### src/rtl/dest_zone_ctrl.sv
// Destination zone controller: per-frame dwell counting of the player inside up to 16 rectangles.
// Latency: capture is registered the cycle after the frame_tick; level_complete follows one cycle later.
// Backpressure: none; frame_tick is a strobe and inputs are sampled every cycle.
//
// Ports:
//   clk, rst                  clock and synchronous active-high reset
//   level_start               pulse: latch zone_en, clear progress, arm the level
//   frame_tick                pulse: per-frame evaluation strobe
//   player_hPos/vPos          player position
//   zone_hStart/vStart/width/height  packed per-zone geometry, zone i at [i*POS_W +: POS_W]
//   zone_en                   per-zone enable, sampled on level_start
//   captured, zone_visible, current_zone, capture_count, level_complete, complete_pulse  status
module dest_zone_ctrl #(
    parameter int NUM_ZONES = 4,
    parameter int POS_W     = 12,
    parameter int DWELL     = 4,
    parameter int ORDERED   = 0,
    localparam int CZ_W     = (NUM_ZONES > 1) ? $clog2(NUM_ZONES) : 1,
    localparam int CNT_W    = $clog2(NUM_ZONES + 1)
) (
    input  logic                       clk,
    input  logic                       rst,
    input  logic                       level_start,
    input  logic                       frame_tick,
    input  logic [POS_W-1:0]           player_hPos,
    input  logic [POS_W-1:0]           player_vPos,
    input  logic [NUM_ZONES*POS_W-1:0] zone_hStart,
    input  logic [NUM_ZONES*POS_W-1:0] zone_vStart,
    input  logic [NUM_ZONES*POS_W-1:0] zone_width,
    input  logic [NUM_ZONES*POS_W-1:0] zone_height,
    input  logic [NUM_ZONES-1:0]       zone_en,
    output logic [NUM_ZONES-1:0]       captured,
    output logic [NUM_ZONES-1:0]       zone_visible,
    output logic [CZ_W-1:0]            current_zone,
    output logic [CNT_W-1:0]           capture_count,
    output logic                       level_complete,
    output logic                       complete_pulse
);

    localparam int DW_W = $clog2(DWELL + 1);
    localparam logic [DW_W-1:0] DWELL_LAST = DW_W'(DWELL - 1);

    localparam logic [1:0] S_IDLE     = 2'd0;
    localparam logic [1:0] S_ARMED    = 2'd1;
    localparam logic [1:0] S_COMPLETE = 2'd2;

    logic [1:0]           r_state;
    logic [NUM_ZONES-1:0] r_en_q;
    logic [NUM_ZONES-1:0] r_captured;
    logic                 r_pulse;
    logic [DW_W-1:0]      r_dwell [NUM_ZONES];

    logic [NUM_ZONES-1:0] w_hit;
    logic [NUM_ZONES-1:0] w_elig;
    logic [CZ_W-1:0]      w_cur;
    logic [CNT_W-1:0]     w_cnt;
    logic                 w_all_done;
    logic                 w_to_complete;

    // Lowest-index enabled zone not yet captured; 0 when none remain.
    always_comb begin
        w_cur = '0;
        for (int i = NUM_ZONES - 1; i >= 0; i--) begin
            if (r_en_q[i] && !r_captured[i]) begin
                w_cur = CZ_W'(i);
            end
        end
    end

    always_comb begin
        w_cnt = '0;
        for (int i = 0; i < NUM_ZONES; i++) begin
            w_cnt = w_cnt + CNT_W'(r_captured[i]);
        end
    end

    // Bounds are widened by one bit so hStart+width cannot wrap. The upper
    // bound is exclusive, so a zero width or height never produces a hit.
    for (genvar gi = 0; gi < NUM_ZONES; gi++) begin : g_zone
        logic [POS_W:0] w_h_lo, w_h_hi, w_v_lo, w_v_hi, w_h, w_v;
        assign w_h    = {1'b0, player_hPos};
        assign w_v    = {1'b0, player_vPos};
        assign w_h_lo = {1'b0, zone_hStart[gi*POS_W +: POS_W]};
        assign w_v_lo = {1'b0, zone_vStart[gi*POS_W +: POS_W]};
        assign w_h_hi = w_h_lo + {1'b0, zone_width[gi*POS_W +: POS_W]};
        assign w_v_hi = w_v_lo + {1'b0, zone_height[gi*POS_W +: POS_W]};
        assign w_hit[gi] = (w_h >= w_h_lo) && (w_h < w_h_hi) &&
                           (w_v >= w_v_lo) && (w_v < w_v_hi);
        assign w_elig[gi] = r_en_q[gi] && !r_captured[gi] &&
                            ((ORDERED == 0) || (w_cur == CZ_W'(gi)));
    end

    assign w_all_done = ((r_captured & r_en_q) == r_en_q);

    // An empty enable set would be "covered" immediately, so it instead
    // completes on the first frame evaluated in ARMED. Otherwise completion
    // follows the cycle in which the registered captures cover en_q.
    assign w_to_complete = (r_en_q == '0) ? frame_tick : w_all_done;

    always_ff @(posedge clk) begin
        if (rst) begin
            r_state    <= S_IDLE;
            r_en_q     <= '0;
            r_captured <= '0;
            r_pulse    <= 1'b0;
            for (int i = 0; i < NUM_ZONES; i++) begin
                r_dwell[i] <= '0;
            end
        end else begin
            r_pulse <= 1'b0;
            if (level_start) begin
                // Also abandons any level in progress; a coincident frame_tick is dropped.
                r_state    <= S_ARMED;
                r_en_q     <= zone_en;
                r_captured <= '0;
                for (int i = 0; i < NUM_ZONES; i++) begin
                    r_dwell[i] <= '0;
                end
            end else if (r_state == S_ARMED) begin
                if (frame_tick) begin
                    for (int i = 0; i < NUM_ZONES; i++) begin
                        if (w_elig[i]) begin
                            if (!w_hit[i]) begin
                                r_dwell[i] <= '0;
                            end else if (r_dwell[i] == DWELL_LAST) begin
                                r_captured[i] <= 1'b1;
                                r_dwell[i]    <= '0;
                            end else begin
                                r_dwell[i] <= r_dwell[i] + DW_W'(1);
                            end
                        end
                    end
                end
                if (w_to_complete) begin
                    r_state <= S_COMPLETE;
                    r_pulse <= 1'b1;
                end
            end
        end
    end

    assign captured       = r_captured;
    assign zone_visible   = (r_state == S_ARMED) ? (r_en_q & ~r_captured) : '0;
    assign current_zone   = w_cur;
    assign capture_count  = w_cnt;
    assign level_complete = (r_state == S_COMPLETE);
    assign complete_pulse = r_pulse;

endmodule

### config.mk
export PLATFORM = sky130hd
export DESIGN_NAME = dest_zone_ctrl
export DESIGN_NICKNAME = d
export VERILOG_FILES = /design/src/rtl/dest_zone_ctrl.sv
export SDC_FILE = /design/constraint.sdc
export NUM_CORES = 1
export LEC_CHECK = 0
export BUFFER_PORTS_ARGS = -buffer_cell sky130_fd_sc_hd__buf_2
export CAP_MARGIN = 20
export CORE_ASPECT_RATIO = 0.6
export CORE_MARGIN = 3
export CORE_UTILIZATION = 61
export CTS_CLUSTER_SIZE = 12
export DETAILED_ROUTE_END_ITERATION = 16
export PLACE_DENSITY = 0.9
export RECOVER_POWER = 50
export SETUP_SLACK_MARGIN = 0.3
export SLEW_MARGIN = 0
export SYNTH_ARGS = -nofsm -noshare
export SYNTH_HDL_FRONTEND = slang
export SYNTH_SLANG_ARGS = --single-unit
### constraint.sdc
create_clock -name clk -period 9.1 [get_ports clk]
set_input_delay 0.91 -clock clk [delete_from_list [all_inputs] [get_ports clk]]
set_output_delay 0.91 -clock clk [all_outputs]
set_load 0.05 [all_outputs]
==> impl_metrics.env, run 1 <==
export IMPL_status="finished, final reports clean"
export IMPL_static_leakage_power_nw=5.779
export IMPL_drtPass1Iterations=5
export IMPL_end_kind="flop"
export IMPL_min_period_over_period=0.4777
export IMPL_ctsResizeCount=0
export IMPL_core_mm2=0.01463
export IMPL_syn_to_final_growth_pct=15.86
export IMPL_routed_wl_um=26040
export IMPL_crit_chain="buf_2 -> ha_1 -> fa_1 -> a211oi_1 -> o21ai_1 -> o21ai_0 -> nor2b_1 -> o21ai_0 -> nand2_1 -> xnor2_1 -> ha_1 -> a2111o_1 -> a211oi_1 -> o31ai_1 -> o211a_1 -> a31oi_2 -> nand4b_1 -> nor2_1"
export IMPL_synth_cell_types=74
export IMPL_cap_violations=0
export IMPL_gr_total_overflow=0
export IMPL_clk_pin_slew_ns=0.06
export IMPL_async_reset_ff_frac=0
export IMPL_dieArea_mm2=0.01669
export IMPL_synth_warnings=0
export IMPL_drive_gt1_frac=0.1829
export IMPL_ir_drop_mv=0.07868
export IMPL_timing_fmax_ghz=0.2300
export IMPL_netlist_area_mm2=0.009228
export IMPL_clk_path_buf_depth=2
export IMPL_syn_inst=1138
export IMPL_setup_tns_ns=0
export IMPL_drtIter0Drc=572
export IMPL_r2r_slack_ns=7.05
export IMPL_slowest_stage="fa_1"
export IMPL_port_buffers=238
export IMPL_synth_edf_count=9
export IMPL_crit_family="compound AO/OA/AOI/OAI gates"
export IMPL_grtUsageTotal=0.3040
export IMPL_seq_area_frac_synth=0.05966
export IMPL_postRouteAntennaNets=0
export IMPL_start_util=0.6306
export IMPL_synth_top_flop_cell="dfxtp_1"
export IMPL_ys_ff_latch=23
export IMPL_vias=9334
export IMPL_hp_start="r_dwell[0][1]"
export IMPL_clk_latency_ns=0.25
export IMPL_synth_fp_nets=1661
export IMPL_antenna_found_initial=2
export IMPL_grt_pass1_vias=8868
export IMPL_crit_arrival_ns=4.46
export IMPL_crit_type="input pin to flop"
export IMPL_grt_max_degree=13
export IMPL_setup_worst_path_start="zone_vStart[36]"
export IMPL_setup_viol=0
export IMPL_placement_rows=34
export IMPL_post_route_util=0.7306
export IMPL_finalHoldViolCount=0
export IMPL_crit_buf_inv=1
export IMPL_clockRootBuffer="clkbuf_16"
export IMPL_routedWlPerCell_um=16.50
export IMPL_htreeDepth=1
export IMPL_drv_slew=0
export IMPL_viasPerCell=5.915
export IMPL_critPathMaxFanout=3
export IMPL_cts_sinks=23
export IMPL_drc=0
export IMPL_maxSlewHeadroom=0.5422
export IMPL_dp_hpwl_um=23480
export IMPL_slowest_delay_ns=0.43
export IMPL_gp_congestion=0.9625
export IMPL_hold_class="flop to flop"
export IMPL_required_ns=9.21
export IMPL_syn_avg_cell_area_um2=8.109
export IMPL_die_h_um=101.3
export IMPL_worst_slew_pin_slew_ns=0.6842
export IMPL_r2r_start="r_state[1]"
export IMPL_numCtsBuffers=3
export IMPL_hold_buffers=0
export IMPL_grt_pass1_wl_um=41750
export IMPL_cp_start_kind="input pin"
export IMPL_power_density_mw_per_mm2=83.18
export IMPL_die_w_um=164.8
export IMPL_ios=239
export IMPL_cts_tree="done"
export IMPL_grt_setup_unrepaired="false"
export IMPL_finClkSkew_ns=0.004554
export IMPL_cts_setup_buffers=0
export IMPL_nNetsFinal=1902
export IMPL_fin_crit_ns=4.347
==> cells in the mapped netlist, types with 3 or more instances <==
master / instances / area, um^2
ha_1: 290 / 3628
nor3_1: 14 / 70.07
o21a_1: 29 / 217.7
a2111oi_2: 3 / 45.04
and3_1: 7 / 43.79
mux2i_1: 4 / 40.04
edfxtp_1: 9 / 270.3
o21bai_1: 14 / 105.1
a21boi_0: 3 / 22.52
a21oi_2: 5 / 43.79
nand3_1: 14 / 70.07
o2111ai_1: 4 / 35.03
o21ai_1: 12 / 60.06
nand2_1: 64 / 240.2
o211ai_1: 6 / 45.04
nor4_1: 8 / 50.05
o211a_1: 4 / 40.04
nand4_1: 7 / 43.79
nor2b_1: 18 / 112.6
inv_1: 137 / 514.2
dfxtp_1: 14 / 280.3
a211oi_1: 25 / 187.7
o21ai_0: 61 / 305.3
o31ai_1: 11 / 82.58
nand2b_1: 23 / 143.9
a211o_1: 12 / 105.1
fa_1: 9 / 180.2
nor2_1: 69 / 259.0
a21o_1: 34 / 255.2
a21oi_1: 79 / 395.4
a2111oi_0: 7 / 61.31
xor2_1: 42 / 367.9
a31oi_1: 9 / 56.30
or3_1: 6 / 37.54
xnor2_1: 31 / 271.5
==> through the flow <==
step	setup slack [ns]	total power [mW]	cells	hold WS (ns)	instance area [um^2]
final	4.753	0.8893	1578	0.4640	10690
after detailed placement	4.531	0.7896	1572	0.4469	10650
after CTS	4.786	0.8865	1576	0.4644	10730
after global placement	4.712	0.7547	1572	0.4377	10650
after floorplan	5.004	0.5918	1138	0.4251	9228
after global routing	4.463	0.9876	1577	0.4944	10690
==> sequential cells by signal, summed over array words and instances (netlist names) <==
name	flops
captured	4
complete_pulse	1
r_dwell	12
r_en_q	4
r_state	2
==> cells by family after synthesis <==
family	share of synthesized area
adders and majority gates	0.4127
buffers and inverters	0.05749
AOI/OAI and AO/OA	0.2628
xor gates and xnor gates	0.06929
DFF	0.05966
and+or+nand+nor	0.1337
muxes	0.004339
==> tightest hold or removal path, cell delays in order (launching register included) <==
cell	delay [ns]
dfxtp_1	0.33
nand2_1	0.05
o31ai_1	0.06
==> per-layer routing <==
layer,part of all wire,vias to the layer above,global-route usage
met5,0.00050,-,0
met4,0.014,2,0.04253
met3,0.079,33,0.04209
met2,0.43,366,0.4912
met1,0.48,4228,0.4417
li1,-,4705,-
==> final timing paths <==
check | end | cells after the start
worst max register to register | r_dwell[1][0] | 4
worst min register to register | r_dwell[0][1] | 2
worst min-delay path | r_dwell[0][1] | 2
worst max-delay path | r_dwell[3][1] | 18
==> cell type report <==
class                      instances  area (um^2)
clock buffer                       4        78.83
timing repair buffer             238         1180
fill                            1200         3943
inverter                         137        514.2
sequential                        23        550.5
antenna                            2        5.005
tap                              198        247.7
multi-input combinational        976         8115
==> power breakdown <==
group          internal, mW  total (mW)  switching [mW]
combinational         0.310       0.683           0.373
sequential            0.110       0.113         0.00242
clock                0.0597      0.0935          0.0338
==> cell usage in the layout (no fill, tap or decap), drive strengths merged, types with 4 or more instances in the layout <==
master	instances
ha	290
buf	229
inv	137
a21oi	84
o21ai	73
nor2	71
nand2	64
xor2	42
a21o	34
xnor2	31
o21a	29
a211oi	26
nand2b	23
nor2b	18
nand3	14
o21bai	14
nor3	14
dfxtp	14
clkbuf	13
a211o	12
o31ai	12
a2111oi	11
a31oi	10
fa	9
edfxtp	9
nor4	9
and3	7
nand4	7
o211ai	7
or3	6
o211a	4
mux2i	4
o2111ai	4
o221ai	4
(Power assumes the default switching activity.)
==> run 2, diff against run 1 <==
CORE_UTILIZATION = 56   (was 61)
PLACE_DENSITY = 0.84   (was 0.9)
clock period = 4.4 ns   (was 9.1 ns; I/O delays follow)
==> impl_metrics.env, run 2 (synthesis results as in run 1) <==
export IMPL_fin_total_pwr_mw=1.853
export IMPL_cap_violations=0
export IMPL_status="finished, final reports clean"
export IMPL_gr_total_overflow=0
export IMPL_critPathMaxFanout=3
export IMPL_crit_buf_inv=1
export IMPL_pre_cts_ws_ns=0.2598
export IMPL_nNetsFinal=1902
export IMPL_clockRootBuffer="clkbuf_16"
export IMPL_die_w_um=171.7
export IMPL_worstRegToRegCells=4
export IMPL_slowest_stage="fa_1"
export IMPL_timing_fmax_ghz=0.2593
export IMPL_fin_hold_ws_ns=0.4176
export IMPL_numCtsBuffers=3
export IMPL_slowest_delay_ns=0.44
export IMPL_grt_pass1_vias=8703
export IMPL_finalHoldViolCount=0
export IMPL_fin_ws_ns=0.5435
export IMPL_required_ns=4.52
export IMPL_largest_register="r_dwell"
export IMPL_hold_class="input pin to flop"
export IMPL_clk_path_buf_depth=2
export IMPL_min_period_over_period=0.8765
export IMPL_grt_pass1_wl_um=41450
export IMPL_setup_tns_ns=0
export IMPL_drtIter0Drc=451
export IMPL_cp_start_kind="input pin"
export IMPL_syn_to_final_growth_pct=15.96
export IMPL_diodes=0
export IMPL_routedWlPerCell_um=16.72
export IMPL_dp_hpwl_um=23790
export IMPL_grtUsageTotal=0.2787
export IMPL_post_route_util=0.6806
export IMPL_end_kind="flop"
export IMPL_layout_common_cells="290 x ha_1, 230 x buf_2, 137 x inv_1, 79 x a21oi_1, 70 x nor2_1"
export IMPL_drc=0
export IMPL_start_util=0.5869
export IMPL_fin_crit_ns=3.857
export IMPL_power_density_mw_per_mm2=173.2
export IMPL_maxSlewHeadroom=0.4999
export IMPL_cts_tree="done"
export IMPL_routed_wl_um=26430
export IMPL_r2r_start="r_state[0]"
export IMPL_gp_congestion=1.004
export IMPL_crit_family="compound AO/OA/AOI/OAI gates"
export IMPL_r2r_slack_ns=2.36
export IMPL_finClkSkew_ns=0.002493
export IMPL_drv_slew=0
export IMPL_drtPass1Iterations=5
export IMPL_ios=239
export IMPL_clk_latency_ns=0.26
export IMPL_setup_worst_path_start="zone_vStart[36]"
export IMPL_setup_viol=0
export IMPL_hold_buffers=0
export IMPL_antenna_found_initial=1
export IMPL_static_leakage_power_nw=5.785
export IMPL_clk_pin_slew_ns=0.06
export IMPL_crit_arrival_ns=3.98
export IMPL_grt_setup_unrepaired="false"
export IMPL_vias=9275
export IMPL_grt_max_degree=14
export IMPL_crit_chain="buf_2 -> ha_1 -> fa_1 -> a211oi_2 -> o21ai_1 -> o21ai_0 -> nor2b_1 -> o21ai_0 -> nand2_1 -> xnor2_1 -> ha_1 -> a2111o_1 -> a211oi_1 -> o31ai_1 -> o211a_1 -> a31oi_2 -> nand4b_1 -> nor2_1"
export IMPL_hp_start="zone_en[0]"
export IMPL_ir_drop_mv=0.1292
export IMPL_htreeDepth=1
export IMPL_worst_slew_pin_slew_ns=0.7473
export IMPL_crit_type="input pin to flop"
export IMPL_largest_reg_flops=12
export IMPL_viasPerCell=5.867
export IMPL_core_mm2=0.01572
export IMPL_postRouteAntennaNets=0
export IMPL_holdPathEnd="r_en_q[0]"
export IMPL_hold_depth=3
export IMPL_placement_rows=35
export IMPL_rr_endpoint="r_dwell[1][1]"
export IMPL_drive_gt1_frac=0.1851
export IMPL_cts_sinks=23
export IMPL_port_buffers=238
export IMPL_final_common_cell="ha_1"
export IMPL_die_h_um=105.4
export IMPL_dieArea_mm2=0.01810
==> run 2: cell count changes in the layout (fill, tap and decap cells not counted) <==
cell | before | now
a211oi_1 | 25 | 24
clkinv_2 | 0 | 1
diode_2 | 2 | 0
clkbuf_1 | 10 | 8
a211oi_2 | 1 | 2
buf_2 | 229 | 230
==> run 2: timing repair <==
| item | CTS | global route |
|---|---|---|
| setup endpoints to repair | 0 | 3 |
| buffers inserted | 0 | 0 |
| resized for setup | 0 | 1 |
==> run 2: per-stage QoR <==
step | instances | instance area, um^2
floorplan | 1138 | 9228
global placement | 1577 | 10660
detailed placement | 1577 | 10660
CTS | 1581 | 10740
global route | 1581 | 10700
finish | 1581 | 10700
==> run 2: metal layers <==
layer | vias to the layer above | GRT usage | part of all wire
met1 | 4200 | 0.4351 | 0.52
met4 | 2 | 0.04822 | 0.018
li1 | 4695 | - | -
met2 | 334 | 0.4094 | 0.40
met5 | - | 0 | 0.00049
met3 | 44 | 0.03373 | 0.065
==> run 2: final cells by class <==
type                       count  area (um^2)
timing repair buffer         238         1181
multi-input combinational    976         8120
clock buffer                   3        75.07
inverter                     137        514.2
tap                          203        254.0
sequential                    23        550.5
clock inverter                 1        5.005
fill                        1351         5021
==> run 2: worst max-delay path by stage <==
stage / slack [ns] / cells past startpoint / end
after global placement: 0.46 / 18 / r_dwell[3][0]
after detailed placement: 0.26 / 18 / r_dwell[3][2]
after floorplan: 0.77 / 17 / r_dwell[3][0]
final: 0.54 / 18 / r_dwell[3][2]
after global routing: 0.29 / 18 / r_dwell[3][2]
after CTS: 0.52 / 18 / r_dwell[3][2]
==> run 2: worst register-to-register path: stages (launching register included) <==
cell and delay, ns:
dfxtp_1 0.40, nand4b_1 0.36, a2111oi_1 0.58, o221ai_2 0.24
nor4b_2 0.28
==> run 2: where the power goes <==
group	switching, mW	internal [mW]
Combinational	0.775	0.640
Clock	0.0825	0.123
Sequential	0.00472	0.228
